$ cat src/rtl/gpr_pkg.sv
// Shared encodings for the 4-bit general-purpose shift register and its sequencer.
package gpr_pkg;

    // gpr select encodings
    localparam logic [1:0] SEL_HOLD = 2'b00;
    localparam logic [1:0] SEL_SHR  = 2'b01;  // l_in enters MSB
    localparam logic [1:0] SEL_SHL  = 2'b10;  // r_in enters LSB
    localparam logic [1:0] SEL_LOAD = 2'b11;

    // command op codes
    localparam logic [2:0] OP_NOP  = 3'b000;
    localparam logic [2:0] OP_LOAD = 3'b001;
    localparam logic [2:0] OP_CLR  = 3'b010;
    localparam logic [2:0] OP_SHR  = 3'b011;
    localparam logic [2:0] OP_ASR  = 3'b100;
    localparam logic [2:0] OP_ROR  = 3'b101;
    localparam logic [2:0] OP_SHL  = 3'b110;
    localparam logic [2:0] OP_ROL  = 3'b111;

    // sequencer states
    localparam logic [1:0] ST_IDLE = 2'b00;
    localparam logic [1:0] ST_RUN  = 2'b01;
    localparam logic [1:0] ST_DONE = 2'b10;

    // gpr select value driven while an op is running
    function automatic logic [1:0] op_sel(input logic [2:0] op);
        logic [1:0] s;
        s = SEL_HOLD;
        case (op)
            OP_LOAD, OP_CLR:        s = SEL_LOAD;
            OP_SHR, OP_ASR, OP_ROR: s = SEL_SHR;
            OP_SHL, OP_ROL:         s = SEL_SHL;
            default:                s = SEL_HOLD;
        endcase
        return s;
    endfunction

    // true for the five shift/rotate ops, which take their cycle count from the command
    function automatic logic is_shift(input logic [2:0] op);
        return (op == OP_SHR) || (op == OP_ASR) || (op == OP_ROR) ||
               (op == OP_SHL) || (op == OP_ROL);
    endfunction

endpackage

$ cat src/rtl/gpr_seq_ctrl.sv
// Command sequencer driving the gpr: one op per handshake, counted RUN phase, done pulse.
module gpr_seq_ctrl
    import gpr_pkg::*;
#(
    parameter int unsigned WIDTH = 4,
    parameter int unsigned CNT_W = 3
) (
    input  logic             clk,
    input  logic             clr,
    input  logic             cmd_valid,
    output logic             cmd_ready,
    input  logic [2:0]       cmd_op,
    input  logic [WIDTH-1:0] cmd_data,
    input  logic [CNT_W-1:0] cmd_cnt,
    input  logic [WIDTH-1:0] q_in,
    output logic [1:0]       sel,
    output logic [WIDTH-1:0] d,
    output logic             l_in,
    output logic             r_in,
    output logic             busy,
    output logic             done
);

    logic [1:0]       state_q, state_d;
    logic [2:0]       op_q, op_d;
    logic [WIDTH-1:0] data_q, data_d;
    logic [CNT_W-1:0] cnt_q, cnt_d;
    logic             run;
    logic             accept;

    // Only the end bits of q feed the serial inputs.
    logic unused_q_mid;
    assign unused_q_mid = ^q_in[WIDTH-2:1];

    assign run       = (state_q == ST_RUN);
    assign cmd_ready = (state_q == ST_IDLE) && clr;
    assign accept    = cmd_valid && cmd_ready;

    // Next-state: latch the command in IDLE, count down in RUN, DONE lasts one cycle
    always_comb begin
        state_d = state_q;
        op_d    = op_q;
        data_d  = data_q;
        cnt_d   = cnt_q;
        case (state_q)
            ST_IDLE: begin
                if (accept) begin
                    op_d   = cmd_op;
                    data_d = (cmd_op == OP_LOAD) ? cmd_data : '0;
                    if ((cmd_op == OP_LOAD) || (cmd_op == OP_CLR)) begin
                        cnt_d = {{(CNT_W-1){1'b0}}, 1'b1};
                    end else if (is_shift(cmd_op)) begin
                        cnt_d = cmd_cnt;
                    end else begin
                        cnt_d = '0;
                    end
                    state_d = (cnt_d == '0) ? ST_DONE : ST_RUN;
                end
            end
            ST_RUN: begin
                cnt_d = cnt_q - 1'b1;
                if (cnt_q == {{(CNT_W-1){1'b0}}, 1'b1}) begin
                    state_d = ST_DONE;
                end
            end
            ST_DONE: begin
                state_d = ST_IDLE;
            end
            default: begin
                state_d = ST_IDLE;
            end
        endcase
    end

    // State and latched command registers
    always_ff @(posedge clk or negedge clr) begin
        if (!clr) begin
            state_q <= ST_IDLE;
            op_q    <= OP_NOP;
            data_q  <= '0;
            cnt_q   <= '0;
        end else begin
            state_q <= state_d;
            op_q    <= op_d;
            data_q  <= data_d;
            cnt_q   <= cnt_d;
        end
    end

    // gpr controls and serial inputs; all idle outside RUN
    always_comb begin
        sel  = run ? op_sel(op_q) : SEL_HOLD;
        d    = run ? data_q : '0;
        l_in = 1'b0;
        r_in = 1'b0;
        if (run) begin
            case (op_q)
                OP_ASR:  l_in = q_in[WIDTH-1];
                OP_ROR:  l_in = q_in[0];
                OP_ROL:  r_in = q_in[WIDTH-1];
                default: begin
                    l_in = 1'b0;
                    r_in = 1'b0;
                end
            endcase
        end
        busy = run || (state_q == ST_DONE);
        done = (state_q == ST_DONE);
    end

endmodule

$ cat config.mk
export PLATFORM = sky130hd
export DESIGN_NAME = gpr_seq_ctrl
export DESIGN_NICKNAME = d
export VERILOG_FILES = /design/src/rtl/gpr_pkg.sv /design/src/rtl/gpr_seq_ctrl.sv
export SDC_FILE = /design/constraint.sdc
export NUM_CORES = 1
export LEC_CHECK = 0
export BUFFER_PORTS_ARGS = -buffer_cell sky130_fd_sc_hd__buf_2
export CORE_UTILIZATION = 48
export CTS_CLUSTER_DIAMETER = 30
export CTS_CLUSTER_SIZE = 20
export DETAILED_ROUTE_END_ITERATION = 10
export PLACE_DENSITY = 0.89
export SKIP_CTS_REPAIR_TIMING = 1
export SYNTH_ARGS = -nofsm -noshare
export SYNTH_HDL_FRONTEND = slang
export SYNTH_SLANG_ARGS = --single-unit
export TNS_END_PERCENT = 100
$ cat constraint.sdc
create_clock -name clk -period 2 [get_ports clk]
set_input_delay 0.1 -clock clk [delete_from_list [all_inputs] [get_ports clk]]
set_output_delay 0.1 -clock clk [all_outputs]
set_load 0.01 [all_outputs]
==> results.json <==
{
  "outcome": "complete, no violations",
  "whs_ns": 0.0370,
  "maxSlewHeadroom_pct": 69.9,
  "p_switching_w": 0.000494,
  "track_usage_pct": 20.1,
  "h-tree-depth": 1,
  "synth-seq-cells": 12,
  "coreArea_um2": 1540,
  "maxSlewViolCount": 0,
  "die-area_um2": 1850,
  "worstSetupStartpointType": "flop",
  "cts_buffer_depth": 2,
  "syn_area_um2": 808,
  "clkTransAtPathRegs_ns": 0.08,
  "first_pass_iters": 4,
  "drtIter0Drc": 21,
  "timing.rr.start": "state_q[0]",
  "grt_start_max_net_pins": 19,
  "ant_nets": 0,
  "period_needed_ns": 1.70,
  "hold_viol_final": 0,
  "place.gp.congestion": 0.814,
  "peakVddDrop_uv": 639,
  "antenna_found_initial": 0,
  "yosysTopAreaCellShare_pct": 37.2,
  "cp.required_ns": 1.90,
  "antenna_cells": 0,
  "synth.avg_cell_area_um2": 8.88,
  "seq_area_frac_synth_pct": 37.2,
  "timing.final.crit_share_pct": 85.1,
  "rr_worst_depth": 5,
  "max_stage_delay_ns": 0.39,
  "hp-class": "input port to flop",
  "final_util_pct": 64.4,
  "drt_wl_total_mm": 1.68,
  "hpwl_mm": 1.25,
  "cp_cell_sequence": "inv_1, ha_2, nand2_1, nor3_1, buf_2",
  "rsz0062_at_grt": "no",
  "critPathSlowestCell": "dfrtp_1",
  "worstHoldStart": "cmd_data[2]",
  "syn_nets": 113,
  "grt_pass1_wl_mm": 2.79,
  "finClkSkew_ns": 0.00478,
  "setup_viol": 0,
  "fill_cells": 139,
  "layout-drive-gt1-share_pct": 28.6,
  "drv_cap": 0,
  "critPathTopFamily": "flip-flops",
  "overflow": 0,
  "nets": 142,
  "ff2ff_setup_slack_ns": 0.40,
  "tightest_slew_ns": 0.440,
  "die_w_um": 43.0,
  "p_per_area_nw_per_um2": 1220,
  "viasPerCell": 5.64,
  "hold_path_depth": 2,
  "cp.buffers_inverters": 2,
  "holdPathEnd": "data_q[2]",
  "cts_sinks": 12,
  "cts_buffers": 3,
  "drc_errors": 0,
  "critPathKind": "flop to output pin",
  "combPwrFrac_pct": 48.9,
  "yosys-top-cells-area": "dfrtp_1 37%, ha_1 7.7%, nand2_1 6.5%, a22o_1 5.4%, and2_1 4.6%",
  "port_buffers": 25,
  "timing.rr.end": "cnt_q[0]",
  "insertion_delay_ns": 0.28,
  "grt_pass1_vias": 646,
  "vias": 762,
  "crit_arrival_ns": 1.60,
  "fmax_mhz": 587,
  "power_frac_seq_pct": 34.5,
  "wl_per_cell_um": 12.4,
  "critPathCaptureType": "output pin",
  "cts_root_buffer": "clkbuf_4",
  "yosysTopAreaCell": "dfrtp_1",
  "initial_core_util_pct": 52.4,
  "critPathMaxFanout": 18,
  "area_growth_pct": 22.8,
  "die_h_um": 43.0,
  "synth_cell_types": 29,
  "p_leak_nw": 0.513,
  "p_sw_share_pct": 40.7,
  "power_frac_clock_pct": 16.6,
  "fin_setup_tns_ns": 0,
  "row_count": 14,
  "syn_inst": 91,
  "io_pins": 28,
  "tritoncts": "yes",
  "yosysWarnings": 0,
  "internal_power_w": 0.000719
}
[logic make-up (layout without fill, tap and decap cells)]
| kind of cell | Yosys count | after routing | share of synthesized area, % |
|---|---|---|---|
| XOR/XNOR | 1 | 1 | 1.08 |
| AND/OR/NAND/NOR | 42 | 42 | 27.7 |
| multiplexers | 1 | 1 | 1.24 |
| AO/OA/AOI/OAI | 21 | 21 | 19.7 |
| buffers and inverters | 9 | 37 | 5.42 |
| adder cells (fa/ha/maj) | 5 | 5 | 7.74 |
| flip-flops | 12 | 12 | 37.2 |
[power by group through the flow]
stage | clock [W] | sequential, W | combinational (W)
after global placement | 0 | 0.000416 | 0.000570
after global routing | 0.000214 | 0.000437 | 0.000665
after detailed placement | 0 | 0.000423 | 0.000584
final | 0.000202 | 0.000418 | 0.000593
after CTS | 0.000203 | 0.000418 | 0.000589
after floorplan | 0 | 0.000403 | 0.000460
[cells in the mapped netlist]
| library cell | number |
|---|---|
| and3_1 | 2 |
| nand3_1 | 4 |
| inv_1 | 5 |
| nand2b_1 | 2 |
| nor4b_4 | 1 |
| nor3_1 | 4 |
| nand2_1 | 14 |
| and4b_1 | 1 |
| a32o_1 | 1 |
| buf_4 | 2 |
| nor4_1 | 1 |
| a21oi_1 | 4 |
| nor2_1 | 6 |
| ha_1 | 5 |
| a2111oi_0 | 1 |
| buf_2 | 2 |
| a21boi_1 | 1 |
| a22oi_1 | 1 |
| dfrtp_1 | 12 |
| and2_1 | 6 |
| a211oi_1 | 3 |
| o21ai_0 | 1 |
| a21o_1 | 2 |
| a32oi_1 | 1 |
| a22o_1 | 5 |
| a21bo_2 | 1 |
| xnor2_1 | 1 |
| mux2i_1 | 1 |
| or3_1 | 1 |
[sequential cells by signal (all words and copies together), names as in the netlist]
register / count
cnt_q: 3
data_q: 4
op_q: 3
state_q: 2
[stage by stage]
stage	area, um^2	cells	power, W	setup slack (ns)
after floorplan	808	91	0.000862	0.618
after global placement	943	130	0.000987	0.446
after detailed placement	943	130	0.00101	0.424
after CTS	980	134	0.00121	0.116
after global routing	992	135	0.00132	0.100
final	992	135	0.00121	0.297
[final cells by class]
cell class	count	area [um^2]	share of cell area, %
clock buffer	4	36.3	3.66
sequential	12	300	30.3
inverter	5	18.8	1.89
multi-input combinational	70	467	47.0
tap	16	20.0	2.02
timing repair buffer	28	150	15.1
[cells in the final DEF (no fill, tap or decap), types with 2 or more instances in the layout]
| master | instances |
|---|---|
| buf_4 | 2 |
| and3_1 | 2 |
| a211oi_1 | 3 |
| a22o_1 | 5 |
| and2_1 | 6 |
| nand2_1 | 14 |
| dfrtp_1 | 12 |
| nand2b_1 | 2 |
| a21oi_1 | 4 |
| inv_1 | 5 |
| clkbuf_4 | 3 |
| nand3_1 | 4 |
| nor3_1 | 4 |
| ha_1 | 4 |
| a21o_1 | 2 |
| buf_2 | 25 |
| nor2_1 | 6 |
[worst max path at each step]
| stage | startpoint | endpoint | slack [ns] | cells past startpoint |
|---|---|---|---|---|
| 2_1_floorplan | state_q[0] | cnt_q[0] | 0.62 | 6 |
| 3_3_place_gp | state_q[0] | data_q[3] | 0.45 | 5 |
| 3_5_place_dp | state_q[0] | data_q[0] | 0.42 | 5 |
| 4_1_cts | state_q[1] | l_in | 0.12 | 5 |
| 5_1_grt | state_q[1] | l_in | 0.10 | 5 |
| 6_report | state_q[1] | l_in | 0.30 | 5 |
[layer usage]
layer  share of wire, %  wire (um)  GRT usage [%]
met5                  0          0              0
met4                1.4         23           7.27
met3                8.0        134           2.55
met2                 46        772           33.0
met1                 44        745           26.9
Power figures use the tool's default switching activity.
